$ cat config.mk
export PLATFORM = sky130hd
export DESIGN_NAME = store_buffer
export DESIGN_NICKNAME = d
export VERILOG_FILES = /design/src/rtl/store_buffer.sv
export SDC_FILE = /design/constraint.sdc
export NUM_CORES = 1
export LEC_CHECK = 0
export BUFFER_PORTS_ARGS = -buffer_cell sky130_fd_sc_hd__buf_2
export CORE_AREA = 2 2 177 179
export CTS_BUF_LIST = sky130_fd_sc_hd__clkbuf_16
export CTS_CLUSTER_SIZE = 24
export DETAILED_ROUTE_END_ITERATION = 16
export DIE_AREA = 0 0 179 181
export PLACE_DENSITY = 0.87
export SYNTH_ARGS = -nofsm -noshare
export SYNTH_HDL_FRONTEND = slang
export SYNTH_SLANG_ARGS = --single-unit
export TNS_END_PERCENT = 100
$ cat constraint.sdc
create_clock -name clock -period 6.5 [get_ports clock]
set_input_delay 1.625 -clock clock [delete_from_list [all_inputs] [get_ports clock]]
set_output_delay 1.625 -clock clock [all_outputs]
set_load 0.05 [all_outputs]
$ cat src/rtl/store_buffer.sv
// rtl/store_buffer.sv - write-posting store buffer with in-order drain; optional load forwarding under STOREBUFFER_FORWARD_EN
module store_buffer #(
    parameter int DEPTH = 4
) (
    input  logic        clock,
    input  logic        reset,
    input  logic        mem_valid,
    input  logic        mem_store,
    input  logic        mem_fence,
    input  logic [31:0] mem_addr,
    input  logic [31:0] mem_wdata,
    input  logic [3:0]  mem_wstrb,
    output logic        mem_ready,
    output logic [31:0] mem_rdata,
    output logic        dmem_valid,
    output logic [31:0] dmem_addr,
    output logic [31:0] dmem_wdata,
    output logic [3:0]  dmem_wstrb,
    input  logic        dmem_ready,
    input  logic [31:0] dmem_rdata
);
    localparam int PW = $clog2(DEPTH);
    localparam logic [PW:0] FULL_COUNT = (PW+1)'(DEPTH);

    localparam logic [1:0] IDLE  = 2'd0;
    localparam logic [1:0] LOAD  = 2'd1;
    localparam logic [1:0] DRAIN = 2'd2;

    logic [29:0]   buf_addr [DEPTH];
    logic [31:0]   buf_data [DEPTH];
    logic [3:0]    buf_strb [DEPTH];
    logic [PW-1:0] head;
    logic [PW-1:0] tail;
    logic [PW:0]   count;
    logic [1:0]    state;

    logic        full;
    logic        empty;
    logic        is_load;
    logic        enq;
    logic        deq;
    logic        hazard;
    logic        issue_load;
    logic [29:0] drain_addr;
    logic [31:0] drain_data;
    logic [3:0]  drain_strb;
    logic        unused_addr_bits;
`ifdef STOREBUFFER_FORWARD_EN
    logic [31:0] fwd_data;
    logic [3:0]  fwd_strb;
`endif

    assign full       = (count == FULL_COUNT);
    assign empty      = (count == '0);
    assign is_load    = mem_valid && !mem_store && !mem_fence;
    assign enq        = mem_valid && mem_store && !full;
    assign deq        = (state == DRAIN) && dmem_ready;
    assign issue_load = is_load && !hazard && (state == IDLE);
    assign unused_addr_bits = ^mem_addr[1:0];

    // When the buffer is empty the store being accepted this cycle is the head, so it can issue at once
    assign drain_addr = empty ? mem_addr[31:2] : buf_addr[head];
    assign drain_data = empty ? mem_wdata      : buf_data[head];
    assign drain_strb = empty ? mem_wstrb      : buf_strb[head];

    // Walk entries oldest to youngest; the last match seen is the youngest buffered copy of the word
    always_comb begin
        hazard = 1'b0;
`ifdef STOREBUFFER_FORWARD_EN
        fwd_data = 32'h0;
        fwd_strb = 4'h0;
`endif
        for (int k = 0; k < DEPTH; k++) begin
            if (((PW+1)'(k) < count) && (buf_addr[head + PW'(k)] == mem_addr[31:2])) begin
                hazard = 1'b1;
`ifdef STOREBUFFER_FORWARD_EN
                fwd_data = buf_data[head + PW'(k)];
                fwd_strb = buf_strb[head + PW'(k)];
`endif
            end
        end
    end

    // Pipeline handshake: stores need a free slot, fences need a quiet buffer, loads finish on the bus
    always_comb begin
        mem_ready = 1'b0;
        mem_rdata = 32'h0;
        if (mem_valid) begin
            if (mem_store) begin
                mem_ready = !full;
            end else if (mem_fence) begin
                mem_ready = empty && (state == IDLE);
            end else if (state == LOAD) begin
                mem_ready = dmem_ready;
                if (dmem_ready) begin
                    mem_rdata = dmem_rdata;
                end
            end
`ifdef STOREBUFFER_FORWARD_EN
            else if (hazard && (fwd_strb == 4'hF)) begin
                mem_ready = 1'b1;
                mem_rdata = fwd_data;
            end
`endif
        end
    end

    // Entry storage written at the tail on every accepted store
    always_ff @(posedge clock) begin
        if (enq) begin
            buf_addr[tail] <= mem_addr[31:2];
            buf_data[tail] <= mem_wdata;
            buf_strb[tail] <= mem_wstrb;
        end
    end

    // Pointer and occupancy bookkeeping; simultaneous enqueue and dequeue leaves count unchanged
    always_ff @(posedge clock) begin
        if (reset) begin
            head  <= '0;
            tail  <= '0;
            count <= '0;
        end else begin
            if (enq) begin
                tail <= tail + 1'b1;
            end
            if (deq) begin
                head <= head + 1'b1;
            end
            case ({enq, deq})
                2'b10:   count <= count + 1'b1;
                2'b01:   count <= count - 1'b1;
                default: count <= count;
            endcase
        end
    end

    // Bus sequencer: one transaction at a time, loads win over drains when both are ready in IDLE
    always_ff @(posedge clock) begin
        if (reset) begin
            state      <= IDLE;
            dmem_valid <= 1'b0;
            dmem_addr  <= 32'h0;
            dmem_wdata <= 32'h0;
            dmem_wstrb <= 4'h0;
        end else begin
            case (state)
                IDLE: begin
                    if (issue_load) begin
                        state      <= LOAD;
                        dmem_valid <= 1'b1;
                        dmem_addr  <= {mem_addr[31:2], 2'b00};
                        dmem_wdata <= 32'h0;
                        dmem_wstrb <= 4'h0;
                    end else if (!empty || enq) begin
                        state      <= DRAIN;
                        dmem_valid <= 1'b1;
                        dmem_addr  <= {drain_addr, 2'b00};
                        dmem_wdata <= drain_data;
                        dmem_wstrb <= drain_strb;
                    end
                end
                LOAD, DRAIN: begin
                    if (dmem_ready) begin
                        state      <= IDLE;
                        dmem_valid <= 1'b0;
                    end
                end
                default: begin
                    state      <= IDLE;
                    dmem_valid <= 1'b0;
                end
            endcase
        end
    end
endmodule

==> results of run 1 <==
==> cells by family after synthesis <==
| group | Yosys count | share of synthesized area [%] |
|---|---|---|
| compound gates | 201 | 9.41 |
| xor+xnor | 122 | 5.92 |
| fa+ha+maj | 12 | 0.832 |
| buf+inv | 167 | 4.31 |
| flops | 342 | 52.6 |
| mux | 231 | 19.9 |
| other cells | 1 | 0.0208 |
| simple gates | 235 | 6.98 |
==> power groups by stage <==
| stage | clock, mW | combinational [mW] | sequential, mW |
|---|---|---|---|
| 2_1_floorplan | 0 | 1.11 | 3.03 |
| 3_3_place_gp | 0 | 1.82 | 2.70 |
| 3_5_place_dp | 0 | 1.87 | 2.71 |
| 5_1_grt | 2.32 | 2.01 | 2.69 |
| 4_1_cts | 2.23 | 1.88 | 2.67 |
| 6_report | 2.21 | 1.90 | 2.67 |
==> metrics by stage <==
step | total power, mW | utilization, % | hold slack [ns] | instances | setup slack, ns
floorplan | 4.14 | - | 0.496 | 1312 | 2.14
global placement | 4.52 | 63.0 | 0.481 | 1813 | 1.75
detailed placement | 4.58 | 63.0 | 0.494 | 1813 | 1.64
CTS | 6.78 | 67.3 | 0.501 | 1880 | 1.63
global route | 7.02 | 67.3 | 0.524 | 1881 | 1.43
finish | 6.77 | 67.3 | 0.500 | 1882 | 1.67
==> critical path, cell delays in order <==
cell and delay, ns:
buf_2 0.13, nor3b_1 0.27, and3_1 0.69, and2_1 0.23, buf_2 0.26
==> how the worst max path moves through the flow <==
| stage | start | endpoint | slack (ns) | depth (start not counted) |
|---|---|---|---|---|
| floorplan | mem_store | mem_ready | 2.14 | 4 |
| global placement | mem_store | mem_rdata[25] | 1.75 | 5 |
| detailed placement | mem_store | mem_rdata[10] | 1.64 | 5 |
| CTS | mem_store | mem_rdata[11] | 1.63 | 5 |
| global route | mem_store | mem_rdata[10] | 1.43 | 5 |
| finish | mem_store | mem_rdata[10] | 1.67 | 5 |
==> layout by cell type (no fill, tap or decap), types with 36 or more instances in the layout <==
cell type | netlist | routed
edfxtp_1 | 264 | 264
buf_2 | 18 | 203
mux2i_1 | 117 | 117
mux4_2 | 101 | 101
xnor2_1 | 86 | 86
dfxtp_1 | 78 | 74
inv_1 | 50 | 60
nor2_1 | 53 | 52
a21oi_1 | 48 | 48
nor4_1 | 44 | 44
clkbuf_16 | 0 | 38
a211oi_2 | 37 | 37
xor2_1 | 36 | 36
==> registers in the layout (all words and copies together), names as in the netlist, 3 cells and up, named ones only <==
| register | count |
|---|---|
| dmem_addr | 30 |
| buf_data | 128 |
| dmem_wstrb | 4 |
| buf_addr | 120 |
| buf_strb | 16 |
| count | 3 |
| dmem_wdata | 32 |
==> synthesized netlist by cell type (5+ instances only) <==
| master | instances | area share [%] |
|---|---|---|
| buf_6 | 9 | 0.56 |
| and2_1 | 37 | 1.3 |
| buf_2 | 18 | 0.50 |
| mux2i_1 | 117 | 6.5 |
| inv_1 | 50 | 1.0 |
| xnor2_1 | 86 | 4.2 |
| o221a_2 | 25 | 1.6 |
| mux2_2 | 11 | 0.69 |
| nand3_1 | 5 | 0.14 |
| mux4_2 | 101 | 13 |
| o22ai_1 | 8 | 0.28 |
| ha_1 | 12 | 0.83 |
| a211oi_1 | 34 | 1.4 |
| buf_4 | 13 | 0.54 |
| nand4_1 | 13 | 0.45 |
| o21ai_0 | 13 | 0.36 |
| nor3_1 | 10 | 0.28 |
| edfxtp_1 | 264 | 44 |
| nor4_1 | 44 | 1.5 |
| nand2_1 | 35 | 0.73 |
| dfxtp_1 | 78 | 8.7 |
| buf_1 | 14 | 0.29 |
| a211oi_2 | 37 | 2.6 |
| nor2_1 | 53 | 1.1 |
| clkbuf_1 | 60 | 1.2 |
| a21oi_1 | 48 | 1.3 |
| nand2b_1 | 24 | 0.83 |
| xor2_1 | 36 | 1.7 |
==> layout make-up <==
cell class	count	share of cell area, %
flip-flops and latches	342	46.5
diodes	2	0.0245
clock inverters	29	1.62
repair buffers	220	5.60
inverters	52	0.956
clock buffers	38	4.66
well taps	396	2.43
multi-input cells	803	38.2
==> layer usage <==
metal	GRT usage, %	up-vias	share of wire [%]
li1	-	5375	-
met1	39.2	6050	39
met2	44.8	719	46
met3	6.78	132	11
met4	12.0	8	4.4
met5	0	-	0.11
==> results by group, run 1 <==
Status
  – Status: complete, no violations

Pwr
  – Comb pwr share: 28.0%
  – Sw Share: 33.2%
  – Switch Pwr: 2.25 mW
  – LEAKAGE: 7.10 nW
  – Reg power frac: 39.4%
  – Clock network power share: 32.6%
  – Pint: 4.52 mW
  – Power Dens Cells: 331 nW/µm²
  – Max VDD drop: 0.372 mV

Worst setup path
  – R2R Path Start: head[0]$_SDFFE_PP0P_
  – CP Class: input pin to output port
  – Req. time, crit path: 4.88 ns
  – R2r setup slk: 1.86 ns
  – Reg2Reg Depth: 10
  – Critical Path Fanout Max: 33
  – CP endpoint kind: output port
  – Worst flop-to-flop path endpoint: dmem_wdata[17]$_SDFFE_PP0P_
  – CP Data Arrival Time: 3.21 ns
  – Worst Setup Start Kind: input pin

Die
  – Chip width: 179 µm
  – I/O pin cnt: 208
  – Initial core utilization: 59.4%
  – Die area: 32400 µm²
  – Rows: 64
  – Core area: 30300 µm²
  – Die Ht: 181 µm

Clock tree
  – Post-CTS Hold Buffers: 0
  – # H-tree levels: 2
  – Later-pin clock latency in the skew report: 0.54 ns
  – CTS root buf: clkbuf_16
  – CTS Buffer Depth: 3
  – Post-CTS sizing: 0
  – Post-CTS Setup Repair Bufs: 0
  – CTS tree: done
  – Worst-path clk slew: 0.06 ns
  – CTS Buf Count: 37
  – CTS sink count: 342

GRT
  – Largest net degree at the start of global routing: 81
  – Antenna violations before repair: 7
  – GRT Residual Overflow: 0
  – First-pass GRT wire length: 71100 µm
  – Vias in the first global route: 12000
  – Overall Global Routing Usage: 28.9%

Timing
  – Worst Skew: 0.0234 ns
  – Final Setup Violations: 0
  – Worst slew pin tran: 1.28 ns
  – Tmin final: 4.83 ns
  – Fin crit share: 74.4%
  – Fmax: 207 MHz
  – Pins Over Slew Limit: 0
  – Relative slew slack: 14.4%
  – Sum Neg Setup Slack: 0 ns
  – RSZ-0062 raised after global routing: false
  – Fin. Hold Viols: 0

Drt
  – Drt pass-1 iters: 8
  – Final antenna-violating net count: 0
  – DRC Markers: 0
  – Final WL: 46600 µm
  – Vias per cell: 6.53
  – Initial drt markers: 1400
  – Wire length per cell: 24.7 µm
  – Vias: 12300

Synth
  – Syn Area/Cell: 13.8 µm²
  – Synthesis Warnings: 0
  – Post-synth top flop: edfxtp_1
  – Ys async rst share: 0%
  – Synth Instances: 1311
  – Post-synth EDFFs: 264
  – Yosys cell types: 62
  – Seq/Total Area, Yosys: 52.6%
  – Post-Syn Area: 18000 µm²
  – #FFs+latches synth: 342

Finish
  – Layout net count: 1574
  – Layout area overhead: 13.2%
  – Number of fill cells in the layout: 2134
  – Multi-input gate area: 7800 µm²
  – Layout cells sized above 1: 31.3%
  – Register Area: 9500 µm²
  – Final instance area: 20400 µm²

Place
  – Placer congestion estimate: 0.957
  – Port Buf Inserts: 203
  – Hpwl dp: 31200 µm
  – Placed Area: 19100 µm²

Job
  – MaxCap Viol Count: 0

Min path
  – Hold endpoint: dmem_wdata[16]$_SDFFE_PP0P_
  – HP Start: dmem_wdata[16]$_SDFFE_PP0P_
  – Worst hold path class: register to register
  – Hold Path Stages: 2
Power figures use the tool's default switching activity.
==> run 2, diff against run 1 <==
--- a/config.mk
+++ b/config.mk
@@ -5,13 +5,14 @@
 export SDC_FILE = /design/constraint.sdc
 export NUM_CORES = 1
 export LEC_CHECK = 0
+export ABC_AREA = 1
 export BUFFER_PORTS_ARGS = -buffer_cell sky130_fd_sc_hd__buf_2
-export CORE_AREA = 2 2 177 179
+export CORE_AREA = 2 2 182 184
 export CTS_BUF_LIST = sky130_fd_sc_hd__clkbuf_16
 export CTS_CLUSTER_SIZE = 24
 export DETAILED_ROUTE_END_ITERATION = 16
-export DIE_AREA = 0 0 179 181
-export PLACE_DENSITY = 0.87
+export DIE_AREA = 0 0 184 186
+export PLACE_DENSITY = 0.86
 export SYNTH_ARGS = -nofsm -noshare
 export SYNTH_HDL_FRONTEND = slang
 export SYNTH_SLANG_ARGS = --single-unit
==> constraint.sdc (replaced) <==
create_clock -name clock -period 4.5 [get_ports clock]
set_input_delay 1.125 -clock clock [delete_from_list [all_inputs] [get_ports clock]]
set_output_delay 1.125 -clock clock [all_outputs]
set_load 0.05 [all_outputs]
==> run 2 against run 1 <==
Against the previous run: design area is 4.8% higher; highest routed layer unchanged; critical path type is now register to register; clock power is 24% higher; register-to-register slack worse by 1.3 ns.
==> results by group, run 2 <==
Clock tree
  – CTS root buf: clkbuf_16
  – Later-pin clock latency in the skew report: 0.54 ns (about the same)
  – Worst-path clk slew: 0.07 ns (about the same)
  – Post-CTS Setup Repair Bufs: 0 (unchanged)
  – CTS tree: done
  – Post-CTS sizing: 0 (unchanged)
  – CTS Buf Count: 35 (-5.4%)
  – CTS Buffer Depth: 3 (unchanged)
  – # H-tree levels: 2 (unchanged)
  – CTS sink count: 342 (unchanged)
  – Post-CTS Hold Buffers: 0 (unchanged)

Timing
  – Relative slew slack: 30.8% (+16 points)
  – Tmin final: 3.91 ns
  – RSZ-0062 raised after global routing: false
  – Setup WS post-layout: 0.585 ns (-1.08 ns)
  – Fin crit share: 87.0%
  – Pins Over Slew Limit: 0 (unchanged)
  – Fin. Hold Viols: 0 (unchanged)
  – Worst Skew: 0.0297 ns (+0.00633 ns)
  – Fmax: 255 MHz
  – Worst slew pin tran: 1.04 ns (-0.242 ns)
  – Final Setup Violations: 0 (unchanged)

Worst setup path
  – CP startpoint: head[1]$_SDFFE_PP0P_
  – Buffers & Inverters on Critical Path: 4 (+2)
  – Req. time, crit path: 4.88 ns (about the same)
  – Worst-path cell chain: inv_2 > buf_4 > nand2_1 > nand2_2 > buf_4 > nand2_1 > nand2_1 > nand2_1 > nand2_1 > nor2_1 > nand2_1 > nor2_1 > nand2_1 > nor2_1 > nor2_1 > nand4_4 > buf_4 > o21ai_1 > a21oi_1
  – CP top delay family: simple AND/OR/NAND/NOR gates
  – Critical Path Fanout Max: 40 (+21%)
  – Number of cells on the critical path: 19 (+14)
  – Reg2Reg Depth: 19 (+9)
  – CP max stage delay: 0.56 ns (-0.13 ns)
  – CP max stage cell: o21ai_1
  – CP endpoint kind: register
  – R2R Path Start: head[1]$_SDFFE_PP0P_
  – CP Data Arrival Time: 4.30 ns (+1.09 ns)
  – CP Class: register to register
  – CP most frequent cell: nand2_1
  – Worst Setup Start Kind: register

Die
  – Initial core utilization: 59.3% (-0.18 points)
  – Die area: 34200 µm² (+5.6%)
  – I/O pin cnt: 208 (unchanged)
  – Core area: 32200 µm² (+6.1%)
  – Die Ht: 186 µm (+2.8%)
  – Rows: 66 (+3.1%)
  – Chip width: 184 µm (+2.8%)

Pwr
  – Max VDD drop: 0.427 mV (+15%)
  – Tot Pwr: 9.79 mW (+45%)
  – LEAKAGE: 9.90 nW (+39%)
  – Power Dens Cells: 457 nW/µm² (+38%)

Finish
  – Final std cells w/o fill: 3108 (+65%)
  – Largest Register: buf_data
  – Max FFs per register: 128 (unchanged)
  – Layout cells sized above 1: 11.2% (-20 points)
  – Largest registers: buf_data (128), buf_addr (120), dmem_wdata (32)
  – Layout net count: 2787 (+77%)
  – Most frequent cells in the layout: nand2_1 (1061), nor2_1 (289), edfxtp_1 (264)
  – Final instance area: 21400 µm² (+4.8%)
  – Layout area overhead: 12.1%
  – Most common cell after layout, fill and taps aside: nand2_1

Min path
  – HP Start: dmem_addr[2]$_SDFFE_PP0P_
  – Hold Path Stages: 2 (unchanged)
  – Worst hold path class: register to register

Drt
  – Vias per cell: 5.90 (-9.6%)
  – Wire length per cell: 18.5 µm (-25%)
  – Final antenna-violating net count: 0 (unchanged)
  – Drt pass-1 iters: 11 (+3)
  – Final WL: 57500 µm (+24%)
  – Vias: 18300 (+49%)
  – DRC Markers: 0 (unchanged)
  – Initial drt markers: 2032 (+45%)

Synth
  – Synth Instances: 2545 (+94%)
  – Commonest cells post-synth: nand2_1 (1063), nor2_1 (294), edfxtp_1 (264)
  – Largest area contributor in the netlist: edfxtp_1
  – Ys async rst share: 0% (unchanged)
  – Synthesis Warnings: 0 (unchanged)
  – #FFs+latches synth: 342 (unchanged)
  – Seq/Total Area, Yosys: 49.7% (-2.9 points)
  – Main area contributors after synthesis: edfxtp_1 (42%), nand2_1 (21%), dfxtp_1 (8.2%)
  – Post-Syn Area: 19100 µm² (+5.8%)
  – Post-synth EDFFs: 264 (unchanged)
  – Top-area cell type share of the netlist area: 41.5% (-2.4 points)
  – Yosys cell types: 27 (-56%)
  – Syn Area/Cell: 7.50 µm² (-46%)
  – Top-count cell post-synth: nand2_1
  – Post-synth top flop: edfxtp_1

GRT
  – Vias in the first global route: 17500 (+46%)
  – First-pass GRT wire length: 89700 µm (+26%)
  – Overall Global Routing Usage: 33.6% (+4.7 points)
  – Antenna violations before repair: 6 (-1)
  – Largest net degree at the start of global routing: 111 (+37%)
  – GRT Residual Overflow: 0 (unchanged)

Place
  – Placer congestion estimate: 1.02 (+6.6%)
  – Placed Area: 20300 µm² (+6.1%)
  – Hpwl dp: 37600 µm (+21%)
  – Placed Cells: 3040 (+68%)
  – Port Buf Inserts: 203 (unchanged)
  – Pre-CTS setup slack: 0.901 ns (-0.736 ns)

Status
  – Status: complete, no violations

Job
  – MaxCap Viol Count: 0 (unchanged)
## run 2: cell types whose count changed after synthesis, moves of 86 or more
| cell | change |
|---|---|
| nand2_1 | +1028 |
| xnor2_1 | -86 |
| mux4_2 | -101 |
| nor2_1 | +241 |
| mux2i_1 | -117 |
| o21ai_0 | +94 |
| inv_1 | +90 |
| nand3_1 | +198 |
## run 2: cell type report
class                      instances  area (µm²)
clock inverter                    27         186
tap                              408         510
multi-input combinational       1909        8370
sequential                       342        9500
antenna                            5        12.5
fill                            2570       10800
inverter                         144         543
timing repair buffer             237        1370
clock buffer                      36         901
## run 2: path summary, 6_finish.rpt
check	endpoint	slack [ns]
worst max-delay path	dmem_addr[17]$_SDFFE_PP0P_	0.59
worst min-delay path	dmem_addr[2]$_SDFFE_PP0P_	0.48
worst max register to register	dmem_addr[17]$_SDFFE_PP0P_	0.59
worst min register to register	dmem_addr[2]$_SDFFE_PP0P_	0.48
## run 2: through the flow
step	hold WS [ns]	util (%)	setup TNS, ns
3_5_place_dp	0.472	63.0	0
5_1_grt	0.503	66.4	0
3_3_place_gp	0.470	63.0	0
6_report	0.484	66.4	0
2_1_floorplan	0.463	-	-36.43
4_1_cts	0.484	66.4	0
## run 2: kinds of logic (layout without fill, tap and decap cells)
| logic type | after synthesis | in the layout | share of synthesized area [%] |
|---|---|---|---|
| AND/OR/NAND/NOR | 1577 | 1577 | 32.6 |
| XOR/XNOR | 15 | 15 | 0.688 |
| other | 1 | 7 | 0.0196 |
| buffers and inverters | 295 | 444 | 6.69 |
| flip-flops | 342 | 342 | 49.7 |
| adder cells (fa/ha/maj) | 12 | 12 | 0.787 |
| AO/OA/AOI/OAI | 303 | 303 | 9.52 |
## run 2: power breakdown
part	internal, mW	switching [mW]
clock network	1.53	1.21
registers	3.62	0.117
logic	0.875	2.43
total	6.03	3.76
## run 2: worst reg2reg max path, stage by stage (launching register included)
cell,delay [ns]
dfxtp_1,0.35
inv_2,0.07
buf_4,0.44
nand2_1,0.13
nand2_2,0.09
buf_4,0.39
nand2_1,0.19
nand2_1,0.09
nand2_1,0.15
nand2_1,0.10
nor2_1,0.04
nand2_1,0.06
nor2_1,0.04
nand2_1,0.05
nor2_1,0.03
nor2_1,0.31
nand4_4,0.18
buf_4,0.33
o21ai_1,0.58
a21oi_1,0.14
## run 2: per-layer routing
layer	part of all wire, %	global-route usage (%)	vias up
met5	0.021	0	-
met2	48	55.9	1133
met4	5.9	20.6	2
met1	36	40.3	8354
li1	-	-	8594
met3	11	6.87	256
